## config.mk

```make
export PLATFORM = sky130hd
export DESIGN_NAME = modn_cfg_loader
export DESIGN_NICKNAME = d
export VERILOG_FILES = /design/src/rtl/modn_pkg.sv /design/src/rtl/modn_cfg_loader.sv
export SDC_FILE = /design/constraint.sdc
export NUM_CORES = 1
export LEC_CHECK = 0
export CAP_MARGIN = 10
export CORE_MARGIN = 2
export CORE_UTILIZATION = 50
export DETAILED_ROUTE_END_ITERATION = 10
export PLACE_DENSITY = 0.93
export SYNTH_ARGS = -nofsm -noshare
export SYNTH_HDL_FRONTEND = slang
export SYNTH_SLANG_ARGS = --single-unit
```

## constraint.sdc

```tcl
create_clock -name clk -period 4.2 [get_ports clk]
set_clock_uncertainty 0.1 [all_clocks]
set_input_delay 0.84 -clock clk [delete_from_list [all_inputs] [get_ports clk]]
set_output_delay 0.84 -clock clk [all_outputs]
set_load 0.1 [all_outputs]
```

## src/rtl/modn_pkg.sv

```systemverilog
// Shared constants and types for the mod-N counter and its config loader.
package modn_pkg;

  localparam int DEF_WIDTH   = 6;
  localparam int DEF_MIN_MOD = 2;

  typedef enum logic {
    IDLE,
    PENDING
  } state_t;

  function automatic logic is_legal_mod(
    input int unsigned v,
    input int unsigned min_mod
  );
    return v >= min_mod;
  endfunction

endpackage

```

## src/rtl/modn_cfg_loader.sv

```systemverilog
// Modulus config loader: accepts updates, applies them on the counter wrap.
// Optional forced apply after TIMEOUT_CYC pending cycles: MODN_APPLY_TIMEOUT_EN.
module modn_cfg_loader
  import modn_pkg::*;
#(
  parameter int WIDTH       = DEF_WIDTH,
  parameter int DEFAULT_MOD = 10,
  parameter int MIN_MOD     = DEF_MIN_MOD,
  parameter int TIMEOUT_CYC = 64
) (
  input  logic             clk,
  input  logic             reset_n,
  input  logic             cfg_valid,
  output logic             cfg_ready,
  input  logic [WIDTH-1:0] cfg_modn,
  input  logic [WIDTH-1:0] count_in,
  output logic [WIDTH-1:0] modN,
  output logic             cfg_err,
  output logic             cfg_applied,
  output logic             pending,
  output logic             cfg_timeout
);

  localparam logic [WIDTH-1:0] RST_MOD = WIDTH'(DEFAULT_MOD);

  if (DEFAULT_MOD < MIN_MOD || DEFAULT_MOD > (2**WIDTH) - 1)
    $error("DEFAULT_MOD out of legal range");
  if (TIMEOUT_CYC < 1)
    $error("TIMEOUT_CYC must be positive");

  state_t           r_state;
  logic [WIDTH-1:0] r_modn;
  logic [WIDTH-1:0] r_shadow;
  logic             r_ready;
  logic             r_pending;
  logic             r_err;
  logic             r_applied;
  logic             r_timeout;
  logic             w_wrap;
  logic             w_legal;

`ifdef MODN_APPLY_TIMEOUT_EN
  localparam int TW = $clog2(TIMEOUT_CYC + 1);
  localparam logic [TW-1:0] T_LAST = TW'(TIMEOUT_CYC - 1);
  logic [TW-1:0] r_tcnt;
`endif

  // Out-of-range counts are treated as a wrap so a stuck counter recovers.
  assign w_wrap  = (count_in == r_modn - WIDTH'(1)) ||
                   (count_in >= r_modn);
  assign w_legal = is_legal_mod(32'(cfg_modn),
                                unsigned'(MIN_MOD));

  always_ff @(posedge clk or negedge reset_n) begin
    if (!reset_n) begin
      r_state   <= IDLE;
      r_modn    <= RST_MOD;
      r_shadow  <= RST_MOD;
      r_ready   <= 1'b1;
      r_pending <= 1'b0;
      r_err     <= 1'b0;
      r_applied <= 1'b0;
      r_timeout <= 1'b0;
`ifdef MODN_APPLY_TIMEOUT_EN
      r_tcnt    <= '0;
`endif
    end else begin
      r_err     <= 1'b0;
      r_applied <= 1'b0;
      r_timeout <= 1'b0;
      unique case (r_state)
        IDLE: begin
          if (cfg_valid) begin
            if (w_legal) begin
              r_shadow  <= cfg_modn;
              r_state   <= PENDING;
              r_ready   <= 1'b0;
              r_pending <= 1'b1;
`ifdef MODN_APPLY_TIMEOUT_EN
              r_tcnt    <= '0;
`endif
            end else begin
              r_err <= 1'b1;
            end
          end
        end
        PENDING: begin
          if (w_wrap) begin
            r_modn    <= r_shadow;
            r_applied <= 1'b1;
            r_state   <= IDLE;
            r_ready   <= 1'b1;
            r_pending <= 1'b0;
`ifdef MODN_APPLY_TIMEOUT_EN
          end else if (r_tcnt == T_LAST) begin
            r_modn    <= r_shadow;
            r_applied <= 1'b1;
            r_timeout <= 1'b1;
            r_state   <= IDLE;
            r_ready   <= 1'b1;
            r_pending <= 1'b0;
          end else begin
            r_tcnt <= r_tcnt + TW'(1);
`endif
          end
        end
        default: r_state <= IDLE;
      endcase
    end
  end

  assign modN        = r_modn;
  assign cfg_ready   = r_ready;
  assign pending     = r_pending;
  assign cfg_err     = r_err;
  assign cfg_applied = r_applied;
  assign cfg_timeout = r_timeout;

endmodule

```

==> results.txt, run 1 <==
- Run status: completed
- Layout overhead on the synthesized area: 30.4%
- In the routed design, unresolved DRC markers number 0.
- CTS Root Buffer Type: clkbuf_4
* Crit. End Element: output pin
* Warnings from Yosys: 0
- Weighted congestion reported at the end of routability-driven placement: 0.796
* Placed insts: 135
- The number of endpoints with negative hold slack in the final report came to 0.
- After clock tree synthesis, the clock-pin slew on the worst setup and hold paths is 0.09 ns.
- By startpoint and endpoint, the worst setup path is classified as register to output pin.
- Sequential-to-total area share from yosys stat: 45.8%
- After the first detailed-routing iteration, the DRC count stood at 7.
- The initial antenna violation count came to 0.
- Post-CTS sizing: 0
- Count of standard-cell rows: 15
- The floorplan step defined a die boundary enclosing 2250 um2.
- The number of max-slew violations in the final report is 0.
- Number of routed nets with antenna violations: 0
* Commonest non-fill, non-tap cells in the layout: clkdlybuf4s50_1, nand2_1, dfrtp_1
- Leaving out fill and tap cells, the most frequent cell in the layout is clkdlybuf4s50_1.
* Number of different library cells in the post-synthesis netlist: 31
* Top cell family by delay on the critical path: buffers and inverters
- Footprint of the flip-flops and latches: 432 um2
- Of all nets on the critical path, the largest fanout is 6.
* CP Launch Type: register
* Total number of H-tree levels: 1
* Clock buffer count from CTS: 3
- Global-route usage over all layers: 19.3%
* Vias in the first global route: 702
- Headroom to the max-slew limit came out at 34.7%.
* Worst slack at placement: 0.996 ns
- In the final layout, the multi-input gates occupy 463 um2.
- Count of buffers added by post-CTS timing repair for setup: 0
- Final worst-path cycle share: 71.1%
- Syn Area/Cell: 10.7 um2
* Filler cells: 135
* CTS tree: yes
- Total routed wirelength: 1830 um
* Synthesized net count: 110
- Proportion of synthesized flip-flops having asynchronous set or reset: 100%
- Setup slack on the critical path of the routed design comes to 1.21 ns.
- Yosys mapped a number of flops with a built-in enable equal to 0.
- At the pin with the least slew margin, the transition time is 0.977 ns.
- The pre-antenna-repair detailed-routing pass consisted of 3 iterations.
* Chip height: 47.4 um
* Number of vias per cell after detailed routing: 5.27
* Fmax: 335 MHz
* Number of buffer and inverter instances along the worst setup path: 1
- Setup repair after global routing left no endpoint under its margin.
- Max-cap violations in this run came to 0.
* Min-delay worst type: register to register
- The routed layout has 733 vias.
* Count of final setup violators: 0
- Synthesis handed over a netlist of 88 instances.
- The die is 47.4 um wide.
- Traced cell by cell, the critical path runs through clkdlybuf4s50_1.
- Largest incremental delay on the critical path: 1.15 ns
- The first global-routing pass estimated 2840 um of wire.
- The HPWL after detailed placement is 1470 um.
* FF-to-FF setup slack: 1.75 ns
* Fraction of final layout cells with drive strength greater than 1: 15.8%
- After synthesis, the cell types taking the most area are dfrtp_1, dfstp_2, ha_1.
* Share of the synthesized area in the top cell type: 31.8%
- After global routing the overflow that remains totals 0.
- Area of the core region: 1750 um2
* Top FF cell, synth: dfrtp_1
- Count of hold-fix buffers inserted at cts: 0
- Dividing the detail-routed wire length by the instance count gives 13.2 um.
- The slowest stage of the critical path is the clkdlybuf4s50_1 cell.
* Setup total negative slack: 0 ns
- Summed over all instances, the cell type with the most area after synthesis is dfrtp_1.
- Effective utilization at floorplan: 54.1%
- Pin count of the biggest net entering global routing: 18
- Non-filler instance count after layout: 139
- Antenna cell count: 0
- For the worst-skew pair, the clock arrives at the later sink with an insertion delay of 0.30 ns.
- Clock Sinks: 17
* Post-layout net count: 137
- For the worst setup path, the data required time is 3.26 ns.
- Synth Register Bits: 17
- 26 I/O pins were placed.
- Final critical path time including I/O delays and setup: 2.99 ns
- Data arrival time of the critical path: 2.05 ns
* Synthesized cell area: 943 um2
- Port buffering added 24 buffers.
- The longest clock path from root to sink contains 2 buffers.
flip-flops by register name, indices dropped and copies added, names as in the netlist:
| signal | count |
|---|---|
| cfg_applied | 1 |
| cfg_ready | 1 |
| r_state | 1 |
| cfg_err | 1 |
| r_shadow | 6 |
| pending | 1 |
| modN | 6 |
synth_stat cells (all sizes together), types with 2 or more instances:
| cell | number |
|---|---|
| a21oi | 3 |
| a22o | 3 |
| dfrtp | 12 |
| dfstp | 5 |
| ha | 7 |
| inv | 10 |
| mux2 | 7 |
| nand2 | 12 |
| nor2 | 2 |
| nor3 | 2 |
| xnor2 | 5 |
| xor2 | 2 |
through the flow:
step	hold slack [ns]	cell area [um2]	util (%)
2_1_floorplan	0.338	943	-
6_report	0.383	1230	70.5
5_1_grt	0.411	1230	70.5
3_3_place_gp	0.348	1200	69.0
4_1_cts	0.389	1230	70.5
3_5_place_dp	0.373	1200	69.0
layout make-up:
cell class                 instances  share of cell area (%)
sequential                        17                    35.1
multi-input combinational         59                    37.6
inverter                          10                    3.05
timing repair buffer              24                    19.5
tap                               25                    2.54
clock buffer                       4                    2.14
logic make-up after synthesis:
family / count (synthesis) / share of synthesized area, %
AND/OR/NAND/NOR: 22 / 11.1
flip-flops: 17 / 45.8
AO/OA/AOI/OAI: 15 / 13.4
buffers and inverters: 12 / 5.17
adder cells (fa/ha/maj): 7 / 9.28
XOR/XNOR: 7 / 6.50
multiplexers: 7 / 8.36
other: 1 / 0.397
worst paths after layout:
| kind | cells after the start | end | from |
|---|---|---|---|
| max | 1 | modN[3] | modN[3] |
| min in group asynchronous | 1 | modN[4] | reset_n |
| min | 2 | cfg_ready | cfg_ready |
| max in group asynchronous | 1 | r_shadow[0] | reset_n |
| max reg2reg | 7 | modN[5] | modN[1] |
| min reg2reg | 2 | cfg_ready | cfg_ready |
metal layers:
layer  track usage [%]  share of wire (%)  vias up
li1                  -                  -      355
met1              21.4                 43      349
met2              32.7                 49       24
met3              4.53                5.1        5
met4              12.8                2.4        0
met5                 0                  0        -
Power of run 1 is left out: the tool's default activity adds up to more than one toggle a clock period on the data nets, which glitch-free logic cannot reach.
==> run 2: changes to the inputs <==
--- a/config.mk
+++ b/config.mk
@@ -7,9 +7,9 @@
 export LEC_CHECK = 0
 export CAP_MARGIN = 10
 export CORE_MARGIN = 2
-export CORE_UTILIZATION = 50
+export CORE_UTILIZATION = 46
 export DETAILED_ROUTE_END_ITERATION = 10
-export PLACE_DENSITY = 0.93
+export PLACE_DENSITY = 0.87
 export SYNTH_ARGS = -nofsm -noshare
 export SYNTH_HDL_FRONTEND = slang
 export SYNTH_SLANG_ARGS = --single-unit
==> constraint.sdc (replaced) <==
create_clock -name clk -period 3.1 [get_ports clk]
set_clock_uncertainty 0.1 [all_clocks]
set_input_delay 0.62 -clock clk [delete_from_list [all_inputs] [get_ports clk]]
set_output_delay 0.62 -clock clk [all_outputs]
set_load 0.1 [all_outputs]
==> run 2 against run 1 <==
Effect of this change: via count shrank 1.9%; first-iteration DRC count grew 71%; core utilization is 7.9 points lower; global-route usage shrank 1.5 points; worst setup slack worse by 0.81 ns; register-to-register slack got worse by 1.1 ns.
==> results.txt, run 2 (synthesis gave the netlist of run 1 again) <==
- The flow ran to the end, and the final reports show no timing, DRC or antenna violations.
* Remaining global-route overflow: 0
* Data required time of the worst path: 3.17 ns
- Weighted congestion reported at the end of routability-driven placement: 0.707
* Vias in the first global route: 751
- Count of input and output buffers: 24
* Setup repair after global routing missed its margin: no
- Fmax: 371 MHz
- Max-cap violations: 0
- CP Launch Type: input port
- Final critical path time including I/O delays and setup: 2.70 ns
- After routing, the total negative slack on setup checks comes to 0 ns.
* CP max FO: 9
- At the worst endpoint, the arrival time is 2.77 ns.
- For the worst-skew pair, the clock arrives at the later sink with an insertion delay of 0.28 ns.
* Count of final setup violators: 0
* CTS tree: yes
- Counting along the longest clock path gives a buffer depth of 2.
- Number of antenna violations at the first check in global routing: 0
- Clock slew at the register clock pins of the worst setup and hold paths: 0.09 ns
- Entering global routing, the biggest net connects 18 pins.
* Min Hold Slack: 0.371 ns
* Drt first pass iters: 4
- Chip height: 49.3 um
- Traced cell by cell, the critical path runs through clkdlybuf4s50_1 -> inv_1 -> ha_1 -> nand2b_1 -> nand3_1 -> a21oi_1 -> o21a_1 -> o31ai_4 -> mux2_2.
- Largest incremental delay on the critical path: 0.47 ns
- Layout overhead on the synthesized area: 28.8%
* Slew @ Worst Pin: 0.718 ns
- The detailed router finished its first iteration with 12 violations.
* FF-to-FF setup slack: 0.61 ns
- Counting every sink on the clock net gives 17.
* Final hold viol count: 0
- Count of buffers added by post-CTS timing repair for setup: 0
- Number of pins with negative max-slew slack in the final report: 0
* Ports placed on the boundary: 26
- Effective utilization at floorplan: 48.6%
- In this run, CTS created clock tree buffers numbering 3.
- Area of the core region: 1940 um2
* Wire length per cell: 13.1 um
* Dpl hpwl: 1480 um
- The filler cells instantiated in the layout total 177.
- The worst path uses 87.0% of the clock period.
- Slew margin rel.: 52.0%
- Total number of H-tree levels: 1
* Total routed wirelength: 1850 um
- Using the TritonRoute via totals, the vias-per-cell ratio works out to 5.06.
* Cell with the largest stage delay on the worst path: o31ai_4
- On the critical path the largest part of the delay comes from compound AO/OA/AOI/OAI gates.
- Fraction of final layout cells with drive strength greater than 1: 25.2%
* Antenna cell count: 0
* Number of routed nets with antenna violations: 0
* Count of hold-fix buffers inserted at cts: 0
- Post-CTS repair changed the size of 0 cells.
- Global-route usage over all layers: 17.7%
* Min-delay worst type: register to register
- CTS Root Buffer Type: clkbuf_4
- The first global-routing pass estimated 3220 um of wire.
* Post-route DRC: 0
* Die Outline Area: 2430 um2
- In this run the core area contains 16 standard-cell rows.
- The setup path with the least slack is of type input port to register.
- Commonest non-fill, non-tap cells in the layout: clkdlybuf4s50_1, nand2_1, dfrtp_1
- In this run the horizontal extent of the chip is 49.3 um.
- Together, buffers and inverters on the worst path number 2.
- Most common cell after layout, fill and taps aside: clkdlybuf4s50_1
* Crit. End Element: register
- Post-layout net count: 138
- Summing over every cut layer, the via total after detailed routing is 719.
==> run 2: cell count changes in the layout (fill, tap and decap cells not counted), sizes merged <==
| cell | delta |
|---|---|
| clkdlybuf4s50 | -10 |
| buf | +11 |
==> run 2: worst min-delay path, cell delays in order (launching register included) <==
cell and delay (ns):
dfstp_2 0.38, nand2_1 0.05, nand2_1 0.05
==> run 2: worst paths after layout <==
| path | from | endpoint | cells after the start |
|---|---|---|---|
| max | count_in[0] | modN[5] | 9 |
| min | r_shadow[3] | r_shadow[3] | 2 |
| max reg2reg | modN[1] | modN[5] | 7 |
| min reg2reg | r_shadow[3] | r_shadow[3] | 2 |
| max in group asynchronous | reset_n | cfg_applied | 1 |
| min in group asynchronous | reset_n | r_shadow[5] | 1 |
==> run 2: area by class of cell <==
| type | count | area [um2] | share of cell area (%) |
|---|---|---|---|
| inverters | 10 | 37.5 | 3.09 |
| repair buffers | 25 | 223 | 18.3 |
| flip-flops and latches | 17 | 432 | 35.5 |
| multi-input cells | 59 | 463 | 38.1 |
| well taps | 27 | 33.8 | 2.78 |
| clock buffers | 4 | 26.3 | 2.16 |
==> run 2: through the flow <==
stage          setup slack [ns]  cells  area, um2  util [%]
4_1_cts                   0.378    142       1210      62.6
2_1_floorplan             0.247     88        943         -
6_report                  0.402    142       1210      62.6
3_3_place_gp              0.171    138       1190      61.2
3_5_place_dp             0.0878    138       1190      61.2
5_1_grt                   0.310    142       1210      62.6
==> run 2: metal layers <==
metal / routed length [um] / share of wire [%] / track usage [%] / vias to the layer above
li1: - / - / - / 354
met1: 775 / 42 / 19.1 / 340
met2: 957 / 52 / 32.4 / 21
met3: 86 / 4.6 / 2.76 / 4
met4: 34 / 1.8 / 10.0 / 0
met5: 0 / 0 / 0 / -
Power of run 2 is left out for the same reason.
==> run 3: changes to the inputs <==
--- a/config.mk
+++ b/config.mk
@@ -7,9 +7,10 @@
 export LEC_CHECK = 0
 export CAP_MARGIN = 10
 export CORE_MARGIN = 2
-export CORE_UTILIZATION = 46
+export CORE_UTILIZATION = 49
+export CTS_BUF_LIST = sky130_fd_sc_hd__clkbuf_8
 export DETAILED_ROUTE_END_ITERATION = 10
-export PLACE_DENSITY = 0.87
+export PLACE_DENSITY = 0.91
 export SYNTH_ARGS = -nofsm -noshare
 export SYNTH_HDL_FRONTEND = slang
 export SYNTH_SLANG_ARGS = --single-unit
==> run 3 against run 2 <==
Effect of this change: critical path depth did not move; routed wire length fell by 3.3%; sequential share of layout area fell by 0.50 points; largest cell class unchanged.
==> results.txt, run 3 (synthesis gave the netlist of run 1 again) <==
* Final critical path time including I/O delays and setup: 2.73 ns
* Slew margin rel.: 53.4%
- Fmax: 367 MHz
* Placed insts: 136
- Dpl hpwl: 1420 um
* Chip Width: 47.9 um
- The detail route stage leaves a number of antenna-violating nets equal to 0.
- After filler insertion, the fill cell instance count of the layout stands at 143.
- CP max FO: 9
- Data arrival time of the critical path: 2.75 ns
- The finished layout holds 140 standard cells, fillers aside.
* Number of antenna violations at the first check in global routing: 0
* Pin count of the biggest net entering global routing: 18
- The floorplan step defined a die boundary enclosing 2290 um2.
* Ports placed on the boundary: 26
- Final hold viol count: 0
- Cell with the largest stage delay on the worst path: o31ai_4
- Count of input and output buffers: 24
- Area of the core region: 1760 um2
- Clock Sinks: 17
- Post-CTS sizing: 0
* Total routed wirelength: 1790 um
* Worst-skew pair later-pin latency: 0.24 ns
- Worst flop-to-flop path endpoint: modN[0]
* Setup total negative slack: 0 ns
- TritonCTS built the clock tree.
- Max-cap violations: 0
- Number of pins with negative max-slew slack in the final report: 0
- Source of the worst register-to-register timing path: modN[1]
- For hold timing, the worst endpoint is r_shadow[3].
- Setup violations remaining at the end of the flow were counted as 0.
- Type of the worst setup path: input port to register
* Instance area at placement: 1190 um2
- Global routing consumed, over all layers together, 18.7% of the routing resources.
- FF-to-FF setup slack: 0.63 ns
- Min Hold Slack: 0.379 ns
- Global-route wire length before repair: 2960 um
- The flow ran to the end, and the final reports show no timing, DRC or antenna violations.
* Remaining global-route overflow: 0
- Final Instance Area: 1230 um2
- Clock slew at the register clock pins of the worst setup and hold paths: 0.06 ns
* Count of standard-cell rows: 15
* Wire length per cell: 12.8 um
* Layout overhead on the synthesized area: 30.6%
- The worst setup path is launched from an input port.
* Weighted congestion reported at the end of routability-driven placement: 0.750
- After detailed routing, the number of remaining DRC violations is 0.
* Largest incremental delay on the critical path: 0.46 ns
* Fraction of final layout cells with drive strength greater than 1: 26.1%
- Number of vias per cell after detailed routing: 5.04
- CTS Root Buffer Type: clkbuf_8
- The library cell used most frequently in the layout, excluding fill and tap cells, is clkdlybuf4s50_1.
- Buffers added to address setup during post-CTS repair amount to 0.
- Instance count along the most critical hold path: 2
- Startpoint of the tightest hold check path: r_shadow[3]
* Critical Path Source: count_in[0]
* Crit. End Element: register
* Antenna cell count: 0
- CTS built an H-tree with a depth of 1.
* Drt first pass iters: 4
- Counting the buffers created by CTS gives 3.
- Via count: 705
- Setup repair after global routing left no endpoint under its margin.
* Max Buffers Root-to-Sink: 2
* Vias in the first global route: 708
* Min-delay worst type: register to register
* Data required time of the worst path: 3.13 ns
- Number of DRC markers after the initial detailed-route iteration: 3
* Count of hold-fix buffers inserted at cts: 0
* Slew @ Worst Pin: 0.696 ns
- Effective utilization at floorplan: 53.5%
- Final worst-path cycle share: 87.9%
* Worst reg2reg path depth: 7
- Post-layout net count: 138
- Ordered list of cells on the worst path: clkdlybuf4s50_1 -> inv_1 -> ha_1 -> nand2b_1 -> nand3_1 -> a21oi_1 -> o21a_1 -> o31ai_4 -> mux2_2
- Commonest non-fill, non-tap cells in the layout: clkdlybuf4s50_1, nand2_1, dfrtp_1
- Chip height: 47.9 um
run 3: cell count changes in the layout (fill, tap and decap cells not counted):
cell      previous run  this run
clkbuf_1             1         0
clkbuf_4             3         0
clkbuf_8             0         3
clkinv_2             0         1
run 3: through the flow:
stage | util (%) | setup slack, ns
floorplan | - | 0.247
global placement | 67.2 | 0.171
detailed placement | 67.2 | 0.104
CTS | 69.9 | 0.364
global route | 69.9 | 0.258
finish | 69.9 | 0.374
run 3: final cells by class:
type                       count  area, um2  area share, %
inverter                      10       37.5           3.05
clock buffer                   3       41.3           3.35
tap                           25       31.3           2.54
clock inverter                 1       5.00          0.406
sequential                    17        432           35.0
multi-input combinational     59        463           37.6
timing repair buffer          25        223           18.1
run 3: critical path: cells and delay by family:
family | cells | cell delay (ns)
adders and majority gates | 1 | 0.29
muxes | 1 | 0.39
and+or+nand+nor | 2 | 0.23
buffers and inverters | 2 | 0.49
AOI/OAI and AO/OA | 3 | 0.72
run 3: metal layers:
metal	up-vias	share of wire [%]	GRT usage, %	routed length [um]
met5	-	0	0	0
met2	21	50	33.9	903
met1	329	43	22.1	779
met3	2	5.7	3.02	103
met4	0	0.28	6.49	5
li1	353	-	-	-
run 3: worst max-delay path by stage:
stage              end  slack, ns  depth (start not counted)
2_1_floorplan  modN[2]       0.25                          7
3_3_place_gp   modN[5]       0.17                          9
3_5_place_dp   modN[0]       0.10                          9
4_1_cts        modN[0]       0.36                          9
5_1_grt        modN[0]       0.26                          9
6_report       modN[0]       0.37                          9
Power of run 3 is left out for the same reason.
